===== src/rtl/secuenciador_pc_pkg.sv =====
// Shared processor definitions: program-sequencer opcodes and ALU opcodes.
package secuenciador_pc_pkg;

  // Sequencer operations; encodings 6 and 7 behave as OP_NEXT.
  typedef enum logic [2:0] {
    OP_NEXT   = 3'd0,
    OP_JUMP   = 3'd1,
    OP_BRANCH = 3'd2,
    OP_CALL   = 3'd3,
    OP_RET    = 3'd4,
    OP_HOLD   = 3'd5
  } seq_op_e;

  // ALU operations used by the datapath next to the sequencer.
  typedef enum logic [3:0] {
    ALU_ADD = 4'd0,
    ALU_SUB = 4'd1,
    ALU_AND = 4'd2,
    ALU_OR  = 4'd3,
    ALU_XOR = 4'd4,
    ALU_SLT = 4'd5,
    ALU_SLL = 4'd6,
    ALU_SRL = 4'd7
  } alu_op_e;

endpackage


===== src/rtl/secuenciador_pc_pila.sv =====
// Parameterised LIFO return stack: one push or one pop per cycle, guarded
// internally against overflow and underflow.
module pila_param #(
  parameter int W     = 10,
  parameter int DEPTH = 16
) (
  input  logic                     clk,
  input  logic                     reset,
  input  logic                     push,
  input  logic                     pop,
  input  logic [W-1:0]             din,
  output logic [W-1:0]             dout,
  output logic [$clog2(DEPTH):0]   depth,
  output logic                     full,
  output logic                     empty
);

  localparam int IW = $clog2(DEPTH);

  logic [W-1:0]  mem_q [DEPTH];
  logic [IW:0]   sp_q;
  logic [IW:0]   sp_d;
  logic          do_push;
  logic          do_pop;
  logic [IW-1:0] wr_idx;
  logic [IW-1:0] top_idx;

  assign full    = (sp_q == (IW+1)'(DEPTH));
  assign empty   = (sp_q == '0);
  assign depth   = sp_q;
  assign do_push = push && !full;
  assign do_pop  = pop && !empty && !push;
  assign wr_idx  = sp_q[IW-1:0];
  assign top_idx = IW'(sp_q - 1'b1);
  assign dout    = mem_q[top_idx];

  // Next stack pointer: up on push, down on pop, else hold.
  always_comb begin
    sp_d = sp_q;
    if (do_push)     sp_d = sp_q + 1'b1;
    else if (do_pop) sp_d = sp_q - 1'b1;
  end

  // Stack pointer register.
  // NOTE: sequential state uses non-blocking (<=) so every register samples
  // pre-edge values, regardless of the order the blocks are evaluated in.
  always_ff @(posedge clk or posedge reset) begin
    if (reset) sp_q <= '0;
    else       sp_q <= sp_d;
  end

  // Storage write on push.
  // NOTE: the array is deliberately not reset; entries at or above the
  // pointer are never read as valid, so clearing them buys nothing.
  always_ff @(posedge clk) begin
    if (do_push) mem_q[wr_idx] <= din;
  end

endmodule


===== src/rtl/secuenciador_pc.sv =====
// Program counter sequencer with return stack and level interrupt entry.
module secuenciador_pc
  import secuenciador_pc_pkg::*;
#(
  parameter int          AW        = 10,
  parameter int          DEPTH     = 16,
  parameter int unsigned RESET_VEC = 0,
  parameter int unsigned IRQ_VEC   = (2 ** AW) - 16
) (
  input  logic                   clk,
  input  logic                   reset,
  input  logic [2:0]             op,
  input  logic                   cond,
  input  logic [AW-1:0]          target,
  input  logic                   irq,
  input  logic                   irq_en,
  input  logic                   clr_err,
  output logic [AW-1:0]          pc,
  output logic [$clog2(DEPTH):0] depth,
  output logic                   full,
  output logic                   empty,
  output logic                   ovf,
  output logic                   unf,
  output logic                   irq_ack
);

  logic [AW-1:0] pc_q, pc_d;
  logic          ovf_q, ovf_d;
  logic          unf_q, unf_d;
  logic [AW-1:0] pc_inc;
  logic [AW-1:0] st_din, st_dout;
  logic          st_push, st_pop;
  logic          ovf_set, unf_set;
  logic          irq_take;

  assign pc_inc   = pc_q + AW'(1);
  // A full stack blocks the interrupt; the level request simply stays pending.
  assign irq_take = irq && irq_en && !full;
  assign irq_ack  = irq_take && !reset;
  assign pc       = pc_q;
  assign ovf      = ovf_q;
  assign unf      = unf_q;

  pila_param #(.W(AW), .DEPTH(DEPTH)) u_pila (
    .clk   (clk),
    .reset (reset),
    .push  (st_push),
    .pop   (st_pop),
    .din   (st_din),
    .dout  (st_dout),
    .depth (depth),
    .full  (full),
    .empty (empty)
  );

  // Next-pc selection, stack control and error detection.
  // NOTE: every output of this block gets a default first, so no path can
  // leave one unassigned and infer a latch.
  always_comb begin
    pc_d    = pc_q;
    st_push = 1'b0;
    st_pop  = 1'b0;
    st_din  = pc_inc;
    ovf_set = 1'b0;
    unf_set = 1'b0;
    if (irq_take) begin
      // Push the current pc so the interrupted instruction re-executes.
      st_push = 1'b1;
      st_din  = pc_q;
      pc_d    = AW'(IRQ_VEC);
    end else begin
      case (op)
        OP_JUMP:   pc_d = cond ? target : pc_inc;
        OP_BRANCH: pc_d = cond ? (pc_q + target) : pc_inc;
        OP_CALL: begin
          if (!full) begin
            st_push = 1'b1;
            pc_d    = target;
          end else begin
            pc_d    = pc_inc;
            ovf_set = 1'b1;
          end
        end
        OP_RET: begin
          if (!empty) begin
            st_pop = 1'b1;
            pc_d   = st_dout;
          end else begin
            pc_d    = pc_inc;
            unf_set = 1'b1;
          end
        end
        OP_HOLD:   pc_d = pc_q;
        default:   pc_d = pc_inc;
      endcase
    end
    // A new error in the same cycle as clr_err wins.
    ovf_d = (ovf_q && !clr_err) || ovf_set;
    unf_d = (unf_q && !clr_err) || unf_set;
  end

  // PC and sticky error flag registers.
  always_ff @(posedge clk or posedge reset) begin
    if (reset) begin
      pc_q  <= AW'(RESET_VEC);
      ovf_q <= 1'b0;
      unf_q <= 1'b0;
    end else begin
      pc_q  <= pc_d;
      ovf_q <= ovf_d;
      unf_q <= unf_d;
    end
  end

endmodule


===== config.mk =====
export PLATFORM = sky130hd
export DESIGN_NAME = secuenciador_pc
export DESIGN_NICKNAME = d
export VERILOG_FILES = /design/src/rtl/secuenciador_pc_pkg.sv /design/src/rtl/secuenciador_pc_pila.sv /design/src/rtl/secuenciador_pc.sv
export SDC_FILE = /design/constraint.sdc
export NUM_CORES = 1
export LEC_CHECK = 0
export ABC_AREA = 1
export CORE_ASPECT_RATIO = 0.7
export CORE_MARGIN = 3
export CORE_UTILIZATION = 35
export DETAILED_ROUTE_END_ITERATION = 16
export SLEW_MARGIN = 15
export SYNTH_ARGS = -nofsm -noshare
export SYNTH_HDL_FRONTEND = slang
export SYNTH_SLANG_ARGS = --single-unit

===== constraint.sdc =====
create_clock -name clk -period 3.4 [get_ports clk]
set_clock_uncertainty 0.2 [all_clocks]
set_input_delay 0.34 -clock clk [delete_from_list [all_inputs] [get_ports clk]]
set_output_delay 0.34 -clock clk [all_outputs]
set_load 0.005 [all_outputs]

==> results_dict.tcl, run 1 <==
set metrics [dict create \
    run_status "completed" \
    remaining_antenna_violation_count_after_routing 0 \
    synth_seq_cells 177 \
    share_of_the_yosys_chip_area_belonging_to_registers_pct 60.0 \
    synth.lib_cells_used.distinct 36 \
    fmax_ghz 0.348 \
    setup_repair_after_global_routing_missed_its_margin "no" \
    timing.hold.ws_ns 0.247 \
    start_util_pct 36.2 \
    grt.overflow.total 0 \
    core_region_area_sq_mm 0.0241 \
    cts.sinks 177 \
    worst_slew_margin_rel_pct 28.3 \
    fin_util_pct 42.1 \
    core_rows 47 \
    hold_vio_cnt_final 0 \
    post_cts.resized_instances 0 \
    clk_pin_slew_ns 0.07 \
    layout_min_cycle_time_ns 2.87 \
    average_vias_per_placed_instance 5.07 \
    die_w_um 195 \
    part_of_the_cycle_the_worst_path_needs_pct 84.5 \
    io_buffer_count 38 \
    dp_hpwl_um 15300 \
    largest_net_degree_at_the_start_of_global_routing 87 \
    critical-path-max-stage-delay_ns 0.54 \
    required_ns 2.86 \
    final_net_count 1007 \
    cellLeakagePower_nw 4.06 \
    crit_buf_inv 2 \
    cts_inserted_buffers 17 \
    path_class "register to primary output" \
    wl_per_cell_um 17.3 \
    most_common_library_cell_in_the_layout_ignoring_fill_and_taps "sky130_fd_sc_hd__nand2_1" \
    worst_path_max_delay_cell "sky130_fd_sc_hd__clkdlybuf4s50_1" \
    wirelength_um 22600 \
    final_max_slew_viol_count 0 \
    timing.reg2reg.setup_slack_ns 0.56 \
    layout_common_cells "sky130_fd_sc_hd__nand2_1 (289), sky130_fd_sc_hd__nand3_1 (170), sky130_fd_sc_hd__edfxtp_1 (160)" \
    number_of_global_route_vias_before_repair 5978 \
    drcViolationCount 0 \
    post_cts_hold_buffer_count 0 \
    tritoncts "done" \
    clock_insertion_delay_worst_skew_ns 0.43 \
    max-cap-violations 0 \
    hold_path_class "input port to async pin" \
    io_pins 39 \
    chipHeight_um 138 \
    worst_setup_path_end_kind "primary output" \
    synth.cell_area_sq_mm 0.00871 \
    via_count 6606 \
    dieArea_sq_mm 0.0269 \
    synth.net_count 955 \
    htree_levels 4 \
    clk_path_buf_depth 2 \
    cell_pwr_density_mw_per_mm2 877 \
    crit_path_max_fanout 13 \
    setup_total_negative_slack_ns 0 \
    critical_path.startpoint_type "register" \
    post_synth_inst_count 920 \
    cts_post_setup_buffers_inserted 0 \
    grt.total_usage_pct 16.7 \
    yosys_synthesis_warning_count 0 \
    max_slew.worst_pin.slew_ns 1.07 \
    report.final.setup_viol 0 \
    drt_pass1_iterations 5 \
    finalWeightedCongestion 0.930 \
    critPathTopFamily "buffers and inverters" \
    first_pass_grt_wire_length_um 35300 \
    ctsRootBufferMaster "sky130_fd_sc_hd__clkbuf_16" \
    initialDrtViolationCount 687 \
    initial_antenna_violation_count 0 \
    number_of_diodes_added_for_antenna_fixing 0 \
    post_synthesis_area_per_instance_sq_um 9.47 \
    crit_path_cell_chain "inv_1 > ha_1 > nand3_4 > nand2_4 > nor2_1 > clkdlybuf4s50_1" \
    post_route_cells_drive_above_1_share_pct 8.73 \
    areaGrowthSynthToFinish_pct 16.1 \
    crit_arrival_ns 2.33 \
    irDropWorstVdd_uv 682 \
]
[worst register-to-register path: stages, from the launching register on]
cell,delay (ns)
sky130_fd_sc_hd__dfrtp_1,0.45
sky130_fd_sc_hd__inv_1,0.16
sky130_fd_sc_hd__ha_1,0.28
sky130_fd_sc_hd__nand3_4,0.14
sky130_fd_sc_hd__nand2_4,0.23
sky130_fd_sc_hd__inv_2,0.17
sky130_fd_sc_hd__o21ai_1,0.86
[state kept, by name, indices dropped and copies added (netlist names)]
register and count:
ovf 1, pc 10, unf 1, u_pila.depth 5, u_pila.mem_q 160
[final cells by class]
class	count	area, sq um
clock buffers	18	429
repair buffers	69	626
inverters	82	308
fillers	2321	13900
multi-input cells	625	2970
flip-flops and latches	177	5230
well taps	318	398
clock inverters	14	153
[cell usage after synthesis (all sizes together)]
master / number / area share, %
a211oi: 1 / 0.086
a21boi: 1 / 0.086
a21o: 1 / 0.086
a21oi: 23 / 1.3
buf: 26 / 1.9
clkbuf: 10 / 0.43
dfrtp: 17 / 4.9
edfxtp: 160 / 55
fa: 1 / 0.23
ha: 15 / 2.2
inv: 82 / 3.5
nand2: 295 / 13
nand3: 172 / 10
nand3b: 3 / 0.26
nand4: 4 / 0.29
nor2: 52 / 2.4
nor3: 5 / 0.29
o211ai: 3 / 0.32
o21a: 1 / 0.086
o21ai: 32 / 1.8
o221ai: 1 / 0.10
o22ai: 2 / 0.14
or2: 2 / 0.14
xnor2: 2 / 0.20
xor2: 9 / 0.90
[routing by layer]
layer | GRT usage (%) | part of all wire, % | vias to the layer above
li1 | - | - | 3219
met1 | 28.1 | 52 | 3121
met2 | 22.2 | 39 | 251
met3 | 2.89 | 8.2 | 15
met4 | 3.17 | 0.74 | 0
met5 | 0 | 0 | -
[path summary, 6_finish.rpt]
kind	start	endpoint	depth (start not counted)
max	u_pila.depth[1]$_DFFE_PP0P_	irq_ack	6
min	reset	pc[1]$_DFFE_PP0P_	2
max reg2reg	u_pila.depth[1]$_DFFE_PP0P_	u_pila.mem_q[8][9]$_DFFE_PP_	6
min reg2reg	ovf$_DFF_PP0_	ovf$_DFF_PP0_	2
max in group asynchronous	reset	u_pila.depth[0]$_DFFE_PP0P_	2
min in group clk	clr_err	unf$_DFF_PP0_	2
[per-stage QoR]
step | area [sq um] | worst slack (ns) | total power, W | std cells
global route | 10100 | 0.344 | 0.00948 | 1303
global placement | 9530 | 0.646 | 0.00694 | 1271
finish | 10100 | 0.526 | 0.00887 | 1303
detailed placement | 9530 | 0.597 | 0.00696 | 1271
floorplan | 8710 | 0.598 | 0.00569 | 920
CTS | 10100 | 0.511 | 0.00891 | 1303
[cells by family (layout without fill, tap and decap cells)]
| logic type | count (synthesis) | after routing | synth area share (%) |
|---|---|---|---|
| buf+inv | 118 | 183 | 5.87 |
| xor+xnor | 11 | 11 | 1.11 |
| fa+ha+maj | 16 | 16 | 2.38 |
| flops | 177 | 177 | 60.0 |
| simple gates | 533 | 533 | 26.6 |
| compound gates | 65 | 65 | 4.06 |
[power by group]
part | switching [W] | internal [W]
Combinational | 0.00263 | 0.00124
Clock | 0.000861 | 0.00109
Sequential | 0.000173 | 0.00287
Total | 0.00367 | 0.00520
No activity file was read; power rests on OpenSTA's default activity.
==> run 2: changes to the inputs <==
==> constraint.sdc (replaced) <==
create_clock -name clk -period 2.4 [get_ports clk]
set_clock_uncertainty 0.2 [all_clocks]
set_input_delay 0.24 -clock clk [delete_from_list [all_inputs] [get_ports clk]]
set_output_delay 0.24 -clock clk [all_outputs]
set_load 0.005 [all_outputs]
==> results_dict.tcl, run 2 (synthesized netlist as in run 1, its figures left out) <==
set metrics [dict create \
    fmax_ghz 0.430 \
    worst_path_max_delay_cell "sky130_fd_sc_hd__clkdlybuf4s50_1" \
    tritoncts "done" \
    place.detailed.instances 1303 \
    required_ns 1.96 \
    wirelength_um 24100 \
    report.final.setup_viol 0 \
    final_max_slew_viol_count 0 \
    hold_vio_cnt_final 0 \
    finalWorstSetupSlack_ns 0.0738 \
    worst_slew_margin_rel_pct 51.9 \
    total_switching_power_w 0.00554 \
    wl_per_cell_um 18.0 \
    path_class "register to primary output" \
    cts.sinks 177 \
    io_pins 39 \
    power_share_of_the_clock_group_pct 20.7 \
    start_util_pct 36.2 \
    grt.overflow.total 0 \
    crit_arrival_ns 1.89 \
    finalWeightedCongestion 0.910 \
    r2r-start "pc[5]$_DFFE_PP0P_" \
    io_buffer_count 38 \
    die_w_um 195 \
    critPathTopFamily "buffers and inverters" \
    postPlaceCellArea_sq_mm 0.0101 \
    crit_path_start "u_pila.depth[3]$_DFFE_PP0P_" \
    core_rows 47 \
    post_route_cells_drive_above_1_share_pct 13.6 \
    max-cap-violations 0 \
    largest_net_degree_at_the_start_of_global_routing 87 \
    cts_inserted_buffers 17 \
    crit_path_cell_chain "nor2_4 > buf_4 > nand3_2 > inv_1 > clkdlybuf4s50_1" \
    remaining_antenna_violation_count_after_routing 0 \
    crit_buf_inv 3 \
    clock_insertion_delay_worst_skew_ns 0.44 \
    areaGrowthSynthToFinish_pct 23.0 \
    layout_common_cells "sky130_fd_sc_hd__nand2_1 (288), sky130_fd_sc_hd__nand3_1 (170), sky130_fd_sc_hd__edfxtp_1 (160)" \
    layout_min_cycle_time_ns 2.33 \
    fin_util_pct 44.6 \
    cellLeakagePower_nw 4.32 \
    top_register "u_pila.mem_q" \
    via_count 6853 \
    final_net_count 1041 \
    timing.hold.worst.start "clr_err" \
    initialDrtViolationCount 754 \
    crit_path_max_fanout 4 \
    number_of_global_route_vias_before_repair 6453 \
    grt.total_usage_pct 18.2 \
    run_status "completed" \
    ctsRootBufferMaster "sky130_fd_sc_hd__clkbuf_16" \
    seqPwrFrac_pct 31.9 \
    critical_path.startpoint_type "register" \
    total_power_w 0.0134 \
    number_of_diodes_added_for_antenna_fixing 0 \
    clk_path_buf_depth 2 \
    drt_pass1_iterations 5 \
    setup_repair_after_global_routing_missed_its_margin "yes" \
    cell_pwr_density_mw_per_mm2 1250 \
    cell_internal_power_w 0.00783 \
    summed_area_of_non_filler_cells_in_the_final_layout_sq_mm 0.0107 \
    part_of_the_cycle_the_worst_path_needs_pct 96.9 \
    initial_antenna_violation_count 0 \
    hold_path_class "input port to register" \
    irDropWorstVdd_uv 2350 \
    chipHeight_um 138 \
    max_slew.worst_pin.slew_ns 0.721 \
    most_common_library_cell_in_the_layout_ignoring_fill_and_taps "sky130_fd_sc_hd__nand2_1" \
    first_pass_grt_wire_length_um 37800 \
    drcViolationCount 0 \
    core_region_area_sq_mm 0.0241 \
    dieArea_sq_mm 0.0269 \
    post-place-ws_ns -0.0573 \
    dp_hpwl_um 16700 \
    stdcell_count 1337 \
    power.share.combinational_pct 47.4 \
    clk_pin_slew_ns 0.06 \
    largest_register_ff_count 160 \
    worst_setup_path_end_kind "primary output" \
    switching_share_pct 41.4 \
    critical-path-max-stage-delay_ns 0.50 \
    average_vias_per_placed_instance 5.13 \
    htree_levels 4 \
]
==> run 2: power groups by stage <==
stage	combinational, W	sequential, W	clock (W)
floorplan	0.00386	0.00431	0
global placement	0.00618	0.00432	0
finish	0.00633	0.00426	0.00277
detailed placement	0.00624	0.00432	0
global route	0.00702	0.00429	0.00293
CTS	0.00632	0.00426	0.00282
==> run 2: final timing paths <==
kind,endpoint,slack [ns],depth (start not counted)
setup reg to reg,pc[9]$_DFFE_PP0P_,0.17,10
min in group asynchronous,pc[0]$_DFFE_PP0P_,0.52,4
max in group asynchronous,u_pila.depth[0]$_DFFE_PP0P_,1.22,4
hold reg to reg,ovf$_DFF_PP0_,0.32,2
setup / recovery,empty,0.07,5
hold / removal,ovf$_DFF_PP0_,0.20,2
==> run 2: cell type report <==
class	instances	area (sq um)
clock inverters	15	154
well taps	318	398
multi-input cells	625	3110
repair buffers	103	1090
fillers	2271	13300
flip-flops and latches	177	5230
clock buffers	17	425
inverters	82	313
==> run 2: metrics by stage <==
step | setup TNS, ns | hold WS (ns)
6_report | 0 | 0.202
5_1_grt | -0.0819 | 0.194
4_1_cts | 0 | 0.183
3_5_place_dp | -0.104 | 0.318
3_3_place_gp | -0.0369 | 0.314
2_1_floorplan | -4.33 | -0.0339
==> run 2: routing by layer <==
layer  up-vias  wire (um)  track usage, %
li1       3289          -               -
met1      3256      11800            28.8
met2       285       9930            24.6
met3        23       2130            4.50
met4         0        267            4.34
met5         -          0               0
==> run 2: timing repair <==
item | in CTS | in global routing
setup buffers | 2 | 0
endpoints found under the setup margin | 3 | 27
hold buffers | 1 | 0
endpoints found under the hold margin | 17 | 0
gates resized for setup | 4 | 5
pin swaps | 0 | 1
==> run 3: changes to the inputs <==
--- a/config.mk
+++ b/config.mk
@@ -8,9 +8,9 @@
 export ABC_AREA = 1
 export CORE_ASPECT_RATIO = 0.7
 export CORE_MARGIN = 3
-export CORE_UTILIZATION = 35
+export CORE_UTILIZATION = 55
 export DETAILED_ROUTE_END_ITERATION = 16
-export SLEW_MARGIN = 15
+export PLACE_DENSITY = 0.8
 export SYNTH_ARGS = -nofsm -noshare
 export SYNTH_HDL_FRONTEND = slang
 export SYNTH_SLANG_ARGS = --single-unit
==> results_dict.tcl, run 3 (synthesized netlist as in run 1, its figures left out) <==
set metrics [dict create \
    run_status "completed" \
    hold_vio_cnt_final 0 \
    die_w_um 156 \
    dieArea_sq_mm 0.0174 \
    worst_r2r_endpoint "u_pila.mem_q[5][9]$_DFFE_PP_" \
    setup_repair_after_global_routing_missed_its_margin "no" \
    start_util_pct 57.7 \
    crit_arrival_ns 1.88 \
    initial_antenna_violation_count 0 \
    core_rows 37 \
    finalWeightedCongestion 0.995 \
    finalWorstSetupSlack_ns 0.0801 \
    max-cap-violations 0 \
    n_fill_cell 1095 \
    total_power_w 0.0136 \
    crit_path_cell_chain "nor2_4 > buf_4 > nand3_2 > inv_1 > clkdlybuf4s50_1" \
    layout_common_cells "sky130_fd_sc_hd__nand2_1 (287), sky130_fd_sc_hd__nand3_1 (170), sky130_fd_sc_hd__edfxtp_1 (160)" \
    core_region_area_sq_mm 0.0151 \
    io_buffer_count 38 \
    post_route_cells_drive_above_1_share_pct 14.9 \
    cts.sinks 177 \
    cell_pwr_density_mw_per_mm2 1280 \
    htree_levels 4 \
    wl_per_cell_um 18.9 \
    timing.reg2reg.setup_slack_ns 0.08 \
    r2r-start "pc[5]$_DFFE_PP0P_" \
    top_register "u_pila.mem_q" \
    clk_path_buf_depth 2 \
    grt.overflow.total 0 \
    io_pins 39 \
    reg2reg_depth 5 \
    first_pass_grt_wire_length_um 35800 \
    remaining_antenna_violation_count_after_routing 0 \
    setup_total_negative_slack_ns 0 \
    cts_inserted_buffers 17 \
    worst_setup_path_end_kind "primary output" \
    path_class "register to primary output" \
    max_slew.worst_pin.slew_ns 0.780 \
    clk_pin_slew_ns 0.08 \
    final_max_slew_viol_count 0 \
    clock_insertion_delay_worst_skew_ns 0.43 \
    place.detailed.instances 1183 \
    wirelength_um 23100 \
    number_of_global_route_vias_before_repair 6299 \
    ctsRootBufferMaster "sky130_fd_sc_hd__clkbuf_16" \
    tritoncts "done" \
    critPathTopFamily "buffers and inverters" \
    crit_buf_inv 3 \
    most_common_library_cell_in_the_layout_ignoring_fill_and_taps "sky130_fd_sc_hd__nand2_1" \
    cellLeakagePower_nw 4.37 \
    largest_register_ff_count 160 \
    areaGrowthSynthToFinish_pct 22.2 \
    drt_pass1_iterations 6 \
    fmax_ghz 0.431 \
    stdcell_count 1222 \
    final_net_count 1049 \
    critical_path.startpoint_type "register" \
    post-place-ws_ns -0.0666 \
    grt.total_usage_pct 26.9 \
    crit_path_max_fanout 4 \
    via_count 7105 \
    crit_path_start "u_pila.depth[3]$_DFFE_PP0P_" \
    layout_min_cycle_time_ns 2.32 \
    report.final.setup_viol 0 \
    number_of_diodes_added_for_antenna_fixing 0 \
    initialDrtViolationCount 968 \
    irDropWorstVdd_uv 890 \
    largest_net_degree_at_the_start_of_global_routing 87 \
    average_vias_per_placed_instance 5.81 \
    chipHeight_um 111 \
    required_ns 1.96 \
    worst_slew_margin_rel_pct 48.0 \
    critical-path-max-stage-delay_ns 0.50 \
    hold_path_class "input port to register" \
    drcViolationCount 0 \
    part_of_the_cycle_the_worst_path_needs_pct 96.7 \
    worst_path_max_delay_cell "sky130_fd_sc_hd__clkdlybuf4s50_1" \
    setup.worst_path.end "empty" \
    dp_hpwl_um 15800 \
    cp.depth 5 \
]
-- run 3: metal layers --
layer | vias to the layer above | wire length (um) | global-route usage, %
met2 | 487 | 9560 | 35.3
met3 | 22 | 3270 | 7.65
li1 | 3303 | - | -
met5 | - | 0 | 0
met4 | 0 | 234 | 6.18
met1 | 3293 | 10100 | 44.0
-- run 3: power breakdown --
| group | switching, W | total (W) | internal (W) |
|---|---|---|---|
| Sequential | 0.000184 | 0.00425 | 0.00406 |
| Combinational | 0.00413 | 0.00647 | 0.00234 |
| Clock | 0.00121 | 0.00287 | 0.00166 |
-- run 3: timing repair --
| item | CTS | global route |
|---|---|---|
| pin swaps | 2 | 1 |
| hold buffers | 1 | 0 |
| buffers inserted | 2 | 5 |
| setup endpoints to repair | 2 | 25 |
| endpoints found under the hold margin | 17 | 0 |
| resized for setup | 6 | 5 |
-- run 3: worst min path at each step --
| stage | from | end | slack, ns | cells past startpoint |
|---|---|---|---|---|
| 4_1_cts | clr_err | unf$_DFF_PP0_ | 0.20 | 2 |
| 2_1_floorplan | reset | ovf$_DFF_PP0_ | -0.03 | 1 |
| 5_1_grt | clr_err | unf$_DFF_PP0_ | 0.22 | 2 |
| 3_5_place_dp | ovf$_DFF_PP0_ | ovf$_DFF_PP0_ | 0.32 | 2 |
| 6_report | clr_err | unf$_DFF_PP0_ | 0.20 | 2 |
| 3_3_place_gp | ovf$_DFF_PP0_ | ovf$_DFF_PP0_ | 0.31 | 2 |
-- run 3: per-stage QoR --
step | hold WS [ns] | utilization, % | instance area, sq um
floorplan | -0.0339 | - | 8830
global placement | 0.314 | 65.9 | 9950
detailed placement | 0.322 | 65.9 | 9950
CTS | 0.203 | 70.2 | 10600
global route | 0.219 | 70.6 | 10700
finish | 0.203 | 70.6 | 10700
-- run 3: worst register-to-register path, delay by kind of cell (launching register included) --
family / cells / cell delay, ns
xor gates and xnor gates: 1 / 0.20
DFF: 1 / 0.53
AOI/OAI and AO/OA: 1 / 0.63
and+or+nand+nor: 3 / 0.44
-- run 3: cell type report --
class	instances	area (sq um)	share of cell area, %
inverter	82	313	2.94
clock inverter	14	179	1.68
sequential	177	5240	49.1
tap	195	244	2.29
multi-input combinational	625	3110	29.2
clock buffer	18	429	4.03
timing repair buffer	111	1140	10.7
